### config.mk
export PLATFORM = sky130hd
export DESIGN_NAME = fnv_stream_sequencer_flat
export DESIGN_NICKNAME = d
export VERILOG_FILES = /design/src/rtl/fnv_stream_sequencer_pkg.sv /design/src/rtl/fnv_stream_sequencer_if.sv /design/src/rtl/fnv_stream_sequencer_serializer.sv /design/src/rtl/fnv_stream_sequencer.sv /design/src/flat_wrapper.sv
export SDC_FILE = /design/constraint.sdc
export NUM_CORES = 1
export LEC_CHECK = 0
export CELL_PAD_IN_SITES_DETAIL_PLACEMENT = 0
export CELL_PAD_IN_SITES_GLOBAL_PLACEMENT = 1
export CORE_UTILIZATION = 34
export CTS_BUF_LIST = sky130_fd_sc_hd__clkbuf_8
export DETAILED_ROUTE_END_ITERATION = 8
export PLACE_DENSITY_LB_ADDON = 0.12
export SKIP_CTS_REPAIR_TIMING = 1
export SLEW_MARGIN = 20
export SYNTH_ARGS = -nofsm -noshare
export SYNTH_HDL_FRONTEND = slang
export SYNTH_SLANG_ARGS = --single-unit
### constraint.sdc
create_clock -name clk -period 1.8 [get_ports clk]
set_input_delay 0.27 -clock clk [delete_from_list [all_inputs] [get_ports clk]]
set_output_delay 0.27 -clock clk [all_outputs]
set_load 0.005 [all_outputs]
### src/rtl/fnv_stream_sequencer_pkg.sv
// Shared FNV-1a constants and the sequencer state type.
// The hasher core and the sequencer both import this package.
package fnv_pkg;

  localparam int          DigestWidth    = 32;
  localparam logic [31:0] FnvOffsetBasis = 32'h811C9DC5;
  localparam logic [31:0] FnvPrime       = 32'h01000193;

  typedef enum logic [1:0] {
    CLEAR,
    ABSORB,
    CAPTURE,
    EMIT
  } seq_state_t;

endpackage

### src/rtl/fnv_stream_sequencer_if.sv
// Bundles the byte-in, hasher-side and digest-out handshakes of the sequencer.
// "slave" is the sequencer's view; "master" is the surrounding logic's view.
interface fnv_stream_sequencer_if #(
  parameter int LenWidth = 16
);
  import fnv_pkg::*;

  logic                   in_valid;
  logic [7:0]             in_data;
  logic                   in_last;
  logic                   in_flush;
  logic                   in_ready;
  logic                   hash_clear;
  logic                   hash_enable;
  logic [7:0]             hash_byte;
  logic [DigestWidth-1:0] hash_value;
  logic                   out_valid;
  logic [7:0]             out_data;
  logic                   out_last;
  logic                   out_ready;
  logic [LenWidth-1:0]    msg_len;

  modport slave (
    input  in_valid, in_data, in_last, in_flush, hash_value, out_ready,
    output in_ready, hash_clear, hash_enable, hash_byte,
           out_valid, out_data, out_last, msg_len
  );

  modport master (
    output in_valid, in_data, in_last, in_flush, hash_value, out_ready,
    input  in_ready, hash_clear, hash_enable, hash_byte,
           out_valid, out_data, out_last, msg_len
  );

endinterface

### src/rtl/fnv_stream_sequencer_serializer.sv
// Snapshots the digest and returns it one byte per handshake, MSB byte first.
// The output handshake is held stable until the downstream accepts.
module fnv_digest_serializer
  import fnv_pkg::*;
(
  input  logic                   clk,
  input  logic                   rst_n,
  input  logic                   load,
  input  logic [DigestWidth-1:0] snapshot,
  input  logic                   out_ready,
  output logic                   out_valid,
  output logic [7:0]             out_data,
  output logic                   out_last,
  output logic                   done
);

  logic [DigestWidth-1:0] snap_q, snap_d;
  logic [1:0]             idx_q, idx_d;
  logic                   valid_q, valid_d;
  logic [1:0]             byte_sel;

  always_comb begin
    snap_d  = snap_q;
    idx_d   = idx_q;
    valid_d = valid_q;
    if (load) begin
      snap_d  = snapshot;
      idx_d   = 2'd0;
      valid_d = 1'b1;
    end else if (valid_q && out_ready) begin
      idx_d = idx_q + 2'd1;
      if (idx_q == 2'd3) begin
        valid_d = 1'b0;
      end
    end
  end

  always_ff @(posedge clk or negedge rst_n) begin
    if (!rst_n) begin
      snap_q  <= '0;
      idx_q   <= 2'd0;
      valid_q <= 1'b0;
    end else begin
      snap_q  <= snap_d;
      idx_q   <= idx_d;
      valid_q <= valid_d;
    end
  end

  // Byte 0 of the digest is bits 31:24.
  assign byte_sel  = 2'd3 - idx_q;
  assign out_data  = snap_q[{byte_sel, 3'b000} +: 8];
  assign out_valid = valid_q;
  assign out_last  = valid_q && (idx_q == 2'd3);
  assign done      = valid_q && out_ready && (idx_q == 2'd3);

endmodule

### src/rtl/fnv_stream_sequencer.sv
// Control stage in front of the FNV-1a hasher: clears it, feeds the framed
// byte stream into it, then hands the final digest to the serializer.
module fnv_stream_sequencer
  import fnv_pkg::*;
#(
  parameter int DigestBytes = 4,
  parameter int LenWidth    = 16
) (
  input logic                   clk,
  input logic                   rst_n,
  fnv_stream_sequencer_if.slave bus
);

  if (DigestBytes != 4) begin : g_bad_digest_bytes
    $error("fnv_stream_sequencer: DigestBytes must be 4");
  end

  seq_state_t          state_q, state_d;
  logic [LenWidth-1:0] len_q, len_d;
  logic                load;
  logic                done;
  logic                in_ready;
  logic                hash_clear;
  logic                hash_enable;
  logic [7:0]          hash_byte;

  // in_ready depends only on state; hash_enable/hash_byte pass through in ABSORB.
  always_comb begin
    state_d     = state_q;
    len_d       = len_q;
    load        = 1'b0;
    in_ready    = 1'b0;
    hash_clear  = 1'b0;
    hash_enable = 1'b0;
    hash_byte   = 8'd0;
    unique case (state_q)
      CLEAR: begin
        hash_clear = 1'b1;
        len_d      = '0;
        state_d    = ABSORB;
      end
      ABSORB: begin
        in_ready    = 1'b1;
        hash_enable = bus.in_valid;
        hash_byte   = bus.in_data;
        if (bus.in_valid && (len_q != {LenWidth{1'b1}})) begin
          len_d = len_q + 1'b1;
        end
        if ((bus.in_valid && bus.in_last) || bus.in_flush) begin
          state_d = CAPTURE;
        end
      end
      CAPTURE: begin
        load    = 1'b1;
        state_d = EMIT;
      end
      EMIT: begin
        if (done) begin
          state_d = CLEAR;
        end
      end
      default: state_d = CLEAR;
    endcase
  end

  always_ff @(posedge clk or negedge rst_n) begin
    if (!rst_n) begin
      state_q <= CLEAR;
      len_q   <= '0;
    end else begin
      state_q <= state_d;
      len_q   <= len_d;
    end
  end

  fnv_digest_serializer u_serializer (
    .clk       (clk),
    .rst_n     (rst_n),
    .load      (load),
    .snapshot  (bus.hash_value),
    .out_ready (bus.out_ready),
    .out_valid (bus.out_valid),
    .out_data  (bus.out_data),
    .out_last  (bus.out_last),
    .done      (done)
  );

  assign bus.in_ready    = in_ready;
  assign bus.hash_clear  = hash_clear;
  assign bus.hash_enable = hash_enable;
  assign bus.hash_byte   = hash_byte;
  assign bus.msg_len     = len_q;

endmodule
### src/flat_wrapper.sv
// flat-port wrapper written by rule: the top's interface ports become plain ports
module fnv_stream_sequencer_flat import fnv_pkg::*;
#(
  parameter int DigestBytes = 4,
  parameter int LenWidth    = 16
)
  (clk, rst_n, bus_in_valid, bus_in_data, bus_in_last, bus_in_flush, bus_hash_value, bus_out_ready, bus_in_ready, bus_hash_clear, bus_hash_enable, bus_hash_byte, bus_out_valid, bus_out_data, bus_out_last, bus_msg_len);
  fnv_stream_sequencer_if #(.LenWidth(LenWidth)) bus_i ();
  input logic clk;
  input logic rst_n;
  input wire logic [$bits(bus_i.in_valid)-1:0] bus_in_valid;
  input wire logic [$bits(bus_i.in_data)-1:0] bus_in_data;
  input wire logic [$bits(bus_i.in_last)-1:0] bus_in_last;
  input wire logic [$bits(bus_i.in_flush)-1:0] bus_in_flush;
  input wire logic [$bits(bus_i.hash_value)-1:0] bus_hash_value;
  input wire logic [$bits(bus_i.out_ready)-1:0] bus_out_ready;
  output wire logic [$bits(bus_i.in_ready)-1:0] bus_in_ready;
  output wire logic [$bits(bus_i.hash_clear)-1:0] bus_hash_clear;
  output wire logic [$bits(bus_i.hash_enable)-1:0] bus_hash_enable;
  output wire logic [$bits(bus_i.hash_byte)-1:0] bus_hash_byte;
  output wire logic [$bits(bus_i.out_valid)-1:0] bus_out_valid;
  output wire logic [$bits(bus_i.out_data)-1:0] bus_out_data;
  output wire logic [$bits(bus_i.out_last)-1:0] bus_out_last;
  output wire logic [$bits(bus_i.msg_len)-1:0] bus_msg_len;
  assign bus_i.in_valid = bus_in_valid;
  assign bus_i.in_data = bus_in_data;
  assign bus_i.in_last = bus_in_last;
  assign bus_i.in_flush = bus_in_flush;
  assign bus_i.hash_value = bus_hash_value;
  assign bus_i.out_ready = bus_out_ready;
  assign bus_in_ready = bus_i.in_ready;
  assign bus_hash_clear = bus_i.hash_clear;
  assign bus_hash_enable = bus_i.hash_enable;
  assign bus_hash_byte = bus_i.hash_byte;
  assign bus_out_valid = bus_i.out_valid;
  assign bus_out_data = bus_i.out_data;
  assign bus_out_last = bus_i.out_last;
  assign bus_msg_len = bus_i.msg_len;
  fnv_stream_sequencer #(.DigestBytes(DigestBytes), .LenWidth(LenWidth)) u_core (.clk(clk), .rst_n(rst_n), .bus(bus_i));
endmodule
# Word-level counts from Yosys, hierarchy flattened
# Cells that the tools add are included.
word_totals:
  word_cells: 45
  ff_bits: 53
  inputBits: 46
op_classes:
  n_shift: 1
  mux: 15
  n_eq_ne: 8
  add_sub_neg: 3
  n_reduce_logical: 13
op_table:
  columns: ["op", "n"]
  rows:
  - ["$pmux W16 S2", 1]
  - ["$shiftx A32 B6 Y8", 1]
  - ["$add A16 B1 Y16 const B", 1]
  - ["$mux W16", 1]
  - ["$ne A16 B16 Y1 const B", 1]
  - ["$mux W2", 4]
  - ["$mux W8", 1]
  - ["$pmux W2 S4", 1]
  - ["$mux W1", 7]
  - ["$eq A2 B2 Y1 const B", 3]
  - ["$ne A2 B1 Y1 const B", 3]
  - ["$reduce_and A2 Y1", 3]
  - ["$reduce_bool A2 Y1", 3]
  - ["$logic_and A1 B1 Y1", 5]
  - ["$add A2 B1 Y2 const B", 1]
  - ["$eq A2 B1 Y1 const B", 1]
  - ["$logic_not A2 Y1", 1]
  - ["$sub A2 B2 Y2 const A", 1]
  - ["$logic_or A1 B1 Y1", 1]

# Depth between registers and ports, before layout
# Gate-level depths: netlist of run 1.
depth:
  ltp_word: 4
  depth_mapped: 8
  depth_no_buf: 7

# By module
# From an unflattened synthesis of run 1, not the netlist that was laid out.
hier_totals:
  hier_cells: 230
  area_unflattened_um2: 2763.9
by_module_without_submodules:
  columns: ["mod", "area_each_um2", "instances", "cells_each"]
  rows:
  - ["fnv_digest_serializer", 1552.7, 1, 92]
  - ["fnv_stream_sequencer", 1211.2, 1, 138]

# Least setup slack after synthesis of run 1
# OpenSTA, ideal clock, no wires.
synth_path:
  path_kind: "reg-to-reg"
  start: "reg u_core.state_q[1]"
  end: "reg u_core.len_q[15], in the netlist u_core.bus.msg_len[15]"
  synth_period_minus_slack_ps: 1784
  path_slack_ps: 16
  n_path_buf: 1
  setup_ps: 83
  path_stages_with_launch: 9
  required_time_ps: 1717
  arrival_ps: 1701
  cell_sequence: "dfrtp_1 -> inv_1 -> ha_1 -> buf_2 -> nand2_1 -> nor3_1 -> nand4b_1 -> xor2_1 -> o21ai_0"
synth_via:
  elab_chain_len: 3
  elab_cells_between_ends: 6
  cone_classes: "eq/ne (2); mux (1); reduce/logical (3)"
synth_lines:
  columns: ["item", "line", "rtl"]
  rows:
  - ["start, declared", "fnv_stream_sequencer.sv:18", "seq_state_t state_q, state_d;"]
  - ["start signal, assigned", "fnv_stream_sequencer.sv:71", "state_q <= state_d;"]
  - ["$eq A2 B1 Y1 / $logic_not A2 Y1 (equally long branches)", "fnv_stream_sequencer.sv:36", "unique case (state_q)"]
  - ["$ne A2 B1 Y1 (no line) / $reduce_bool A2 Y1 (equally long branches)", null, null]
  - ["$reduce_and A2 Y1 (no line)", null, null]
  - ["end signal, assigned", "fnv_stream_sequencer.sv:72", "len_q <= len_d;"]
  - ["end, declared", "fnv_stream_sequencer.sv:19", "logic [LenWidth-1:0] len_q, len_d;"]
# Parallel ways exist; a longest one is shown, timed or not.
# A chain may end at the register's enable or synchronous reset.

# Worst setup path after layout of run 1
layout_path:
  start: "reg u_core.u_serializer.idx_q[0]"
  end: "out bus_out_data[7]"
layout_via:
  elab_chain_len: 2
layout_lines:
  columns: ["item", "line", "rtl"]
  rows:
  - ["start, declared", "fnv_stream_sequencer_serializer.sv:18", "logic [1:0] idx_q, idx_d;"]
  - ["start signal, assigned", "fnv_stream_sequencer_serializer.sv:45", "idx_q <= idx_d;"]
  - ["$sub A2 B2 Y2", "fnv_stream_sequencer_serializer.sv:51", "assign byte_sel = 2'd3 - idx_q;"]
  - ["$shiftx A32 B6 Y8", "fnv_stream_sequencer_serializer.sv:52", "assign out_data = snap_q[{byte_sel, 3'b000} +: 8];"]
  - ["end, declared", "flat_wrapper.sv:22", "output wire logic [$bits(bus_i.out_data)-1:0] bus_out_data;"]
# Every way passes these cells.

==> results.cfg, run 1 <==
[yosys]
synth.avg_cell_area_um2 = 12.1
synth_nets = 268
synthCells = 216
yosysUniqueCellTypes = 29
ys_warn_count = 0
syn-cell-area_mm2 = 0.00262
ys_seq_area_share_pct = 50.7
synth_ff_type = dfrtp_1
ys_ff_latch = 53
ys_async_sr_fraction_pct = 100
synth-edff-count = 0

[detailed_routing]
drt_iter0_markers = 118
dr_total_vias = 2158
ant_nets = 0
remaining_drc_errors = 0
drt-pass1-iter-count = 4
routed_wl_mm = 6.38
viasPerCell = 4.87
wl_per_cell_um = 14.4

[cts]
clk_latency_ns = 0.31
numCtsBuffers = 5
cts_tree = done
root_buffer = clkbuf_8
clk_pin_slew_worst_paths_ns = 0.10
clock_path_buffers = 2
cts.htree.levels = 2
cts_sinks = 53

[run_status]
violations = negative setup slack
status = complete, but fails checks

[setup_path]
cp_cell_sequence = buf_6 -> buf_4 -> mux4_2 -> clkbuf_2
crit_path_end_kind = output port
critPathKind = flop to output port
cp.arrival_ns = 1.57
timing.rr.end = u_core.bus.msg_len[13]
crit_path_top_delay_cell = mux4_2
timing.rr.start = u_core.bus.msg_len[1]
required_ns = 1.53
slowest_delay_ns = 0.47
r2r_slack_ns = 0
crit_path_max_fanout = 4
rr_worst_depth = 6
start_kind = flop

[cells_and_area]
final_nets = 395
multiInputGateArea_mm2 = 0.00131
drive_gt1_share_pct = 36.0
regArea_mm2 = 0.00133
syn_to_final_growth_pct = 56.1
fin_area_mm2 = 0.00408
layout_commonest_cell = clkdlybuf4s50_1
final_cell_mix = clkdlybuf4s50_1, dfrtp_1, buf_4, mux2_2, nand2_1
fillCellCount = 634
diodes = 0

[die]
die_w_um = 89.7
io-pin-count = 83
rows = 31
dieArea_mm2 = 0.00805
core_mm2 = 0.00733
initial_core_util_pct = 35.7
die_h_um = 89.7

[global_route]
grt_use_total_pct = 16.3
grt_max_degree = 36
grt_antenna_before_repair = 0
grt_pass1_wl_mm = 10.5
grt-ovfl-total = 0
grt_pass1_vias = 2178

[place]
gp_congestion = 0.790
place_area_mm2 = 0.00380
io_buffers = 82
dp_hpwl_mm = 4.65

[pwr]
vdd_drop_max_uv = 589
powerDensity_mw_per_mm2 = 1280
p_leak_nw = 1.88
power_mw = 5.22

[worst_hold_path]
hold_path_class = input port to asynchronous set/reset pin

[sta]
setup_ws_ns = -0.0422
finClkSkew_ns = 0.00503
finalHoldViolations = 0
period_share_pct = 102
slew_headroom_pct = 67.8
setup_viol = 3
holdWs_ns = 0.442
rsz0062_at_grt = true
tightest_slew_ns = 0.483
max_freq_mhz = 543
fin_crit_ns = 1.84
drv_slew = 0

[flow_run]
cap_viol_max_count = 0
## cell usage after synthesis (5+ instances only)
cell type,n,share of area (%)
inv_1,6,0.86
a21oi_1,14,2.7
mux2_2,32,14
nand3_1,11,2.1
ha_1,6,2.9
nand4_1,6,1.4
o21ai_0,9,1.7
mux2i_1,8,3.1
clkbuf_1,5,0.72
dfrtp_1,53,51
and2_1,9,2.2
nor2_1,7,1.0
mux4_2,8,6.9
nand2_1,21,3.0
## area by class of cell
class / instances / share of cell area [%]
Multi-Input combinational cell: 149 / 32.1
Timing Repair Buffer: 128 / 29.5
Clock inverter: 3 / 0.521
Clock buffer: 5 / 1.69
Sequential cell: 53 / 32.5
Tap cell: 99 / 3.03
Inverter: 6 / 0.552
## registers in the layout, indices dropped and copies added, names as in the netlist
name,count
u_core.u_serializer.out_valid,1
u_core.u_serializer.idx_q,2
u_core.bus.msg_len,16
u_core.u_serializer.snap_q,32
u_core.state_q,2
## routing by layer
| layer | GRT usage, % | vias up | part of all wire [%] |
|---|---|---|---|
| met5 | 0 | - | 0 |
| met4 | 4.10 | 0 | 0.86 |
| met2 | 25.3 | 54 | 47 |
| met3 | 4.23 | 6 | 5.1 |
| met1 | 22.9 | 1053 | 47 |
| li1 | - | 1045 | - |
## power breakdown
part | total, mW | switching (mW) | internal (mW)
clock network | 0.683 | 0.407 | 0.277
logic | 2.64 | 1.03 | 1.61
registers | 1.90 | 0.256 | 1.64
## metrics by stage
step                setup WS [ns]   TNS, ns  util (%)  std cells
floorplan                  0.0160         0         -        216
global placement           0.0273         0      51.9        421
detailed placement       -0.00121  -0.00203      51.9        421
CTS                        -0.351     -5.75      53.1        429
global route               -0.107     -1.10      55.7        443
finish                    -0.0422   -0.0775      55.7        443
## critical path, delay by kind of cell (launching register included)
kind	cells	cell delay (ns)
mux	1	0.47
flops	1	0.42
buf+inv	3	0.38
## worst max path at each step
stage                                      start                     end  slack (ns)  depth (start not counted)
detailed placement                  bus_in_valid  u_core.bus.msg_len[15]      -0.001                          7
CTS                 u_core.u_serializer.idx_q[1]            bus_out_last       -0.35                          3
global route        u_core.u_serializer.idx_q[0]         bus_out_data[7]       -0.11                          4
global placement                    bus_in_valid         bus_hash_enable        0.03                          4
floorplan                      u_core.state_q[1]  u_core.bus.msg_len[15]        0.02                          8
finish              u_core.u_serializer.idx_q[0]         bus_out_data[7]       -0.04                          4
## kinds of logic (layout without fill, tap and decap cells)
logic type | count (synthesis) | in the layout | synth area share, %
xor gates and xnor gates | 2 | 2 | 0.670
adders and majority gates | 6 | 6 | 2.87
muxes | 48 | 48 | 23.7
AOI/OAI and AO/OA | 28 | 28 | 6.89
and+or+nand+nor | 65 | 65 | 13.1
DFF | 53 | 53 | 50.7
buffers and inverters | 14 | 142 | 2.06
Note: power is estimated with default switching activity, not from simulation.
==> run 2: changes to the inputs <==
- CAP_MARGIN: default -> 0
- REMOVE_ABC_BUFFERS: default -> 1
==> results.cfg, run 2 (same netlist as run 1, synthesis figures left out) <==
[setup_path]
start_kind = flop
cp.arrival_ns = 1.64
timing.rr.end = u_core.bus.msg_len[8]
r2r_slack_ns = 0.05
rr_worst_depth = 7
crit_path_end_kind = output port
timing.rr.start = u_core.bus.msg_len[1]
crit_path_max_fanout = 5
critPathKind = flop to output port
required_ns = 1.53

[sta]
fin_crit_ns = 1.91
final.setup.tns_ns = -0.342
rsz0062_at_grt = true
setup_ws_ns = -0.108
finClkSkew_ns = 0.00861
finalHoldViolations = 0
slew_headroom_pct = 70.8
max_freq_mhz = 524
tightest_slew_ns = 0.434
drv_slew = 0
period_share_pct = 106
setup_viol = 6

[cells_and_area]
syn_to_final_growth_pct = 60.6
regArea_mm2 = 0.00133
diodes = 0
largest_reg_flops = 32
fillCellCount = 605
final_cell_mix = clkdlybuf4s50_1, dfrtp_1, buf_4, mux2_2, nand2_1
layout_commonest_cell = clkdlybuf4s50_1
largest-register = u_core.u_serializer.snap_q
drive_gt1_share_pct = 38.3
fin_area_mm2 = 0.00420
multiInputGateArea_mm2 = 0.00134
final_nets = 401

[pwr]
p_leak_nw = 1.93
vdd_drop_max_uv = 552
powerDensity_mw_per_mm2 = 1300
power_mw = 5.46

[die]
dieArea_mm2 = 0.00805
initial_core_util_pct = 35.7
io-pin-count = 83
die_h_um = 89.7
core_mm2 = 0.00733
die_w_um = 89.7
rows = 31

[detailed_routing]
ant_nets = 0
dr_total_vias = 2160
remaining_drc_errors = 0
viasPerCell = 4.81
drt-pass1-iter-count = 4
drt_iter0_markers = 47
wl_per_cell_um = 14.2
routed_wl_mm = 6.39

[cts]
cts.htree.levels = 2
clk_pin_slew_worst_paths_ns = 0.10
cts_sinks = 53
root_buffer = clkbuf_8
clock_path_buffers = 2
cts_tree = done
numCtsBuffers = 5
clk_latency_ns = 0.30

[global_route]
grt_pass1_wl_mm = 10.5
grt_max_degree = 54
grt-ovfl-total = 0
grt_pass1_vias = 2189
grt_antenna_before_repair = 0
grt_use_total_pct = 15.9

[place]
dp_hpwl_mm = 4.57
place_area_mm2 = 0.00383
gp_congestion = 0.842
io_buffers = 82

[run_status]
violations = negative setup slack
status = complete, but fails checks

[worst_hold_path]
hold_path_class = input port to asynchronous set/reset pin

[flow_run]
cap_viol_max_count = 0
[run 2: worst max-delay path by stage]
| stage | startpoint | to | slack (ns) | cells after the start |
|---|---|---|---|---|
| floorplan | u_core.state_q[1] | u_core.bus.msg_len[15] | -0.12 | 7 |
| global placement | u_core.state_q[1] | u_core.state_q[0] | -0.01 | 8 |
| detailed placement | u_core.state_q[1] | u_core.state_q[0] | -0.09 | 8 |
| CTS | u_core.state_q[1] | bus_hash_byte[6] | -0.33 | 5 |
| global route | u_core.u_serializer.idx_q[0] | bus_out_data[4] | -0.19 | 5 |
| finish | u_core.u_serializer.idx_q[0] | bus_out_data[4] | -0.11 | 5 |
[run 2: layout make-up]
cell class	instances	area share [%]
Clock inverter	3	0.507
Timing Repair Buffer	134	30.8
Sequential cell	53	31.6
Clock buffer	5	1.64
Multi-Input combinational cell	149	31.9
Inverter	6	0.536
Tap cell	99	2.95
[run 2: routing by layer]
| layer | up-vias | global-route usage [%] | wire length, um | part of all wire [%] |
|---|---|---|---|---|
| li1 | 1062 | - | - | - |
| met4 | 0 | 3.42 | 51 | 0.80 |
| met1 | 1033 | 20.6 | 2950 | 46 |
| met5 | - | 0 | 0 | 0 |
| met3 | 7 | 3.30 | 331 | 5.2 |
| met2 | 58 | 27.5 | 3060 | 48 |
[run 2: metrics by stage]
step | hold WS (ns) | setup slack, ns | util (%) | cells
finish | 0.482 | -0.108 | 57.3 | 449
detailed placement | 0.289 | -0.0863 | 52.3 | 425
global route | 0.511 | -0.193 | 57.3 | 449
global placement | 0.293 | -0.0146 | 52.3 | 425
floorplan | -0.0256 | -0.119 | - | 208
CTS | -0.0480 | -0.327 | 53.5 | 433
[run 2: worst max-delay path: stages, from the launching register on]
cell and delay (ns):
dfrtp_1 0.39, buf_6 0.14, buf_6 0.10, buf_6 0.09, mux4_2 0.49, clkbuf_2 0.13
[run 2: power breakdown]
part | internal, mW | switching, mW | leakage, nW | total [mW]
Sequential | 1.64 | 0.241 | 0.656 | 1.88
Combinational | 1.80 | 1.10 | 1.23 | 2.90
Clock | 0.277 | 0.399 | 0.0445 | 0.676
Total | 3.72 | 1.74 | 1.93 | 5.46
==> run 3: changes to the inputs <==
- PLACE_DENSITY: default -> 0.8
- PLACE_DENSITY_LB_ADDON: 0.12 -> default
==> results.cfg, run 3 (same netlist as run 1, synthesis figures left out) <==
[run_status]
status = complete, but fails checks
violations = negative setup slack

[detailed_routing]
top_layer = met4
wl_met2_mm = 2.89
dr_wl_met3_um = 341
m1WireLength_mm = 3.11
ant_nets = 0
dr_total_vias = 2156
drt-pass1-iter-count = 4
drt_iter0_markers = 52
remaining_drc_errors = 0
routed_wl_mm = 6.39
wl_per_cell_um = 14.4
viasPerCell = 4.86

[cts]
clk_pin_slew_worst_paths_ns = 0.10
numCtsBuffers = 5
clock_path_buffers = 2
cts_tree = done
cts_sinks = 53
root_buffer = clkbuf_8
clk_latency_ns = 0.31
cts.htree.levels = 2

[setup_path]
endpoint = bus_out_data[3]
timing.rr.end = u_core.bus.msg_len[6]
start_kind = flop
crit_path_end_kind = output port
crit_path_max_fanout = 7
timing.rr.start = u_core.bus.msg_len[13]
critPathLaunch = u_core.u_serializer.idx_q[0]
r2r_slack_ns = 0.06
critPathKind = flop to output port
required_ns = 1.53
rr_worst_depth = 5
cp.arrival_ns = 1.67

[cells_and_area]
layout_commonest_cell = clkdlybuf4s50_1
final_cell_mix = clkdlybuf4s50_1, dfrtp_1, buf_4, mux2_2, nand2_1
fin_area_mm2 = 0.00406
largest-register = u_core.u_serializer.snap_q
final_nets = 396
syn_to_final_growth_pct = 55.1
diodes = 0
largest_reg_flops = 32
drive_gt1_share_pct = 35.7

[place]
io_buffers = 82
place_ws_ns = 0.000399
place_area_mm2 = 0.00380
gp_congestion = 0.917
dp_hpwl_mm = 4.64

[global_route]
grt_pass1_wl_mm = 10.6
grt_pass1_vias = 2149
grt-ovfl-total = 0
grt_antenna_before_repair = 0
grt_max_degree = 54
grt_use_total_pct = 16.2

[pwr]
p_leak_nw = 1.86
power_mw = 5.29
powerDensity_mw_per_mm2 = 1300
vdd_drop_max_uv = 606

[die]
initial_core_util_pct = 35.7
dieArea_mm2 = 0.00805
core_mm2 = 0.00733
die_h_um = 89.7
rows = 31
io-pin-count = 83
die_w_um = 89.7

[sta]
tightest_slew_ns = 0.427
period_share_pct = 108
setup_ws_ns = -0.143
slew_headroom_pct = 71.3
finalHoldViolations = 0
finClkSkew_ns = 0.00425
setup_viol = 7
rsz0062_at_grt = true
drv_slew = 0
fin_crit_ns = 1.94
max_freq_mhz = 515

[flow_run]
cap_viol_max_count = 0

[worst_hold_path]
hold_path_class = input port to asynchronous set/reset pin
==> run 3: cell types whose count changed in the layout (fill, tap and decap cells not counted), moves of 2 or more <==
| cell | change |
|---|---|
| a21oi_1 | +4 |
| a21oi_2 | -4 |
| buf_4 | +4 |
| buf_6 | -7 |
| dlymetal6s2s_1 | -2 |
| ha_2 | +2 |
| ha_4 | -3 |
| nand3_1 | +2 |
| nand3_2 | -2 |
==> run 3: layer usage <==
layer	GRT usage, %	vias up
met5	0	-
met4	3.55	0
met3	3.89	5
met2	24.7	68
met1	23.3	1043
li1	-	1040
==> run 3: stage by stage <==
stage / cells / hold WS, ns / TNS, ns / utilization, %
2_1_floorplan: 208 / -0.0256 / -3.49 / -
3_3_place_gp: 421 / 0.289 / 0 / 51.9
3_5_place_dp: 421 / 0.295 / 0 / 51.9
4_1_cts: 429 / -0.0532 / -5.90 / 53.1
5_1_grt: 444 / 0.511 / -0.905 / 55.3
6_report: 444 / 0.469 / -0.359 / 55.3
==> run 3: power breakdown <==
group | leakage (nW) | switching, mW | total (mW) | internal (mW)
Clock | 0.0447 | 0.427 | 0.709 | 0.282
Sequential | 0.654 | 0.234 | 1.88 | 1.64
Combinational | 1.16 | 1.03 | 2.71 | 1.67
Total | 1.86 | 1.69 | 5.29 | 3.60
==> run 3: cell type report <==
| class | count | area (um2) |
|---|---|---|
| flip-flops and latches | 53 | 1330 |
| inverters | 6 | 22.5 |
| repair buffers | 129 | 1210 |
| well taps | 99 | 124 |
| multi-input cells | 149 | 1280 |
| fillers | 647 | 3280 |
| clock inverters | 3 | 25.0 |
| clock buffers | 5 | 68.8 |
==> run 3: worst max-delay path, cell delays in order, from the launching register on <==
cell,delay (ns)
dfrtp_1,0.40
buf_12,0.14
buf_6,0.10
buf_6,0.08
mux4_2,0.51
buf_6,0.14
==> run 3: worst min-delay path by stage <==
stage / end
after global routing: u_core.u_serializer.snap_q[26]
after CTS: u_core.u_serializer.snap_q[26]
after detailed placement: u_core.u_serializer.snap_q[26]
after global placement: u_core.u_serializer.snap_q[26]
after floorplan: u_core.bus.msg_len[0]
final: u_core.u_serializer.snap_q[26]
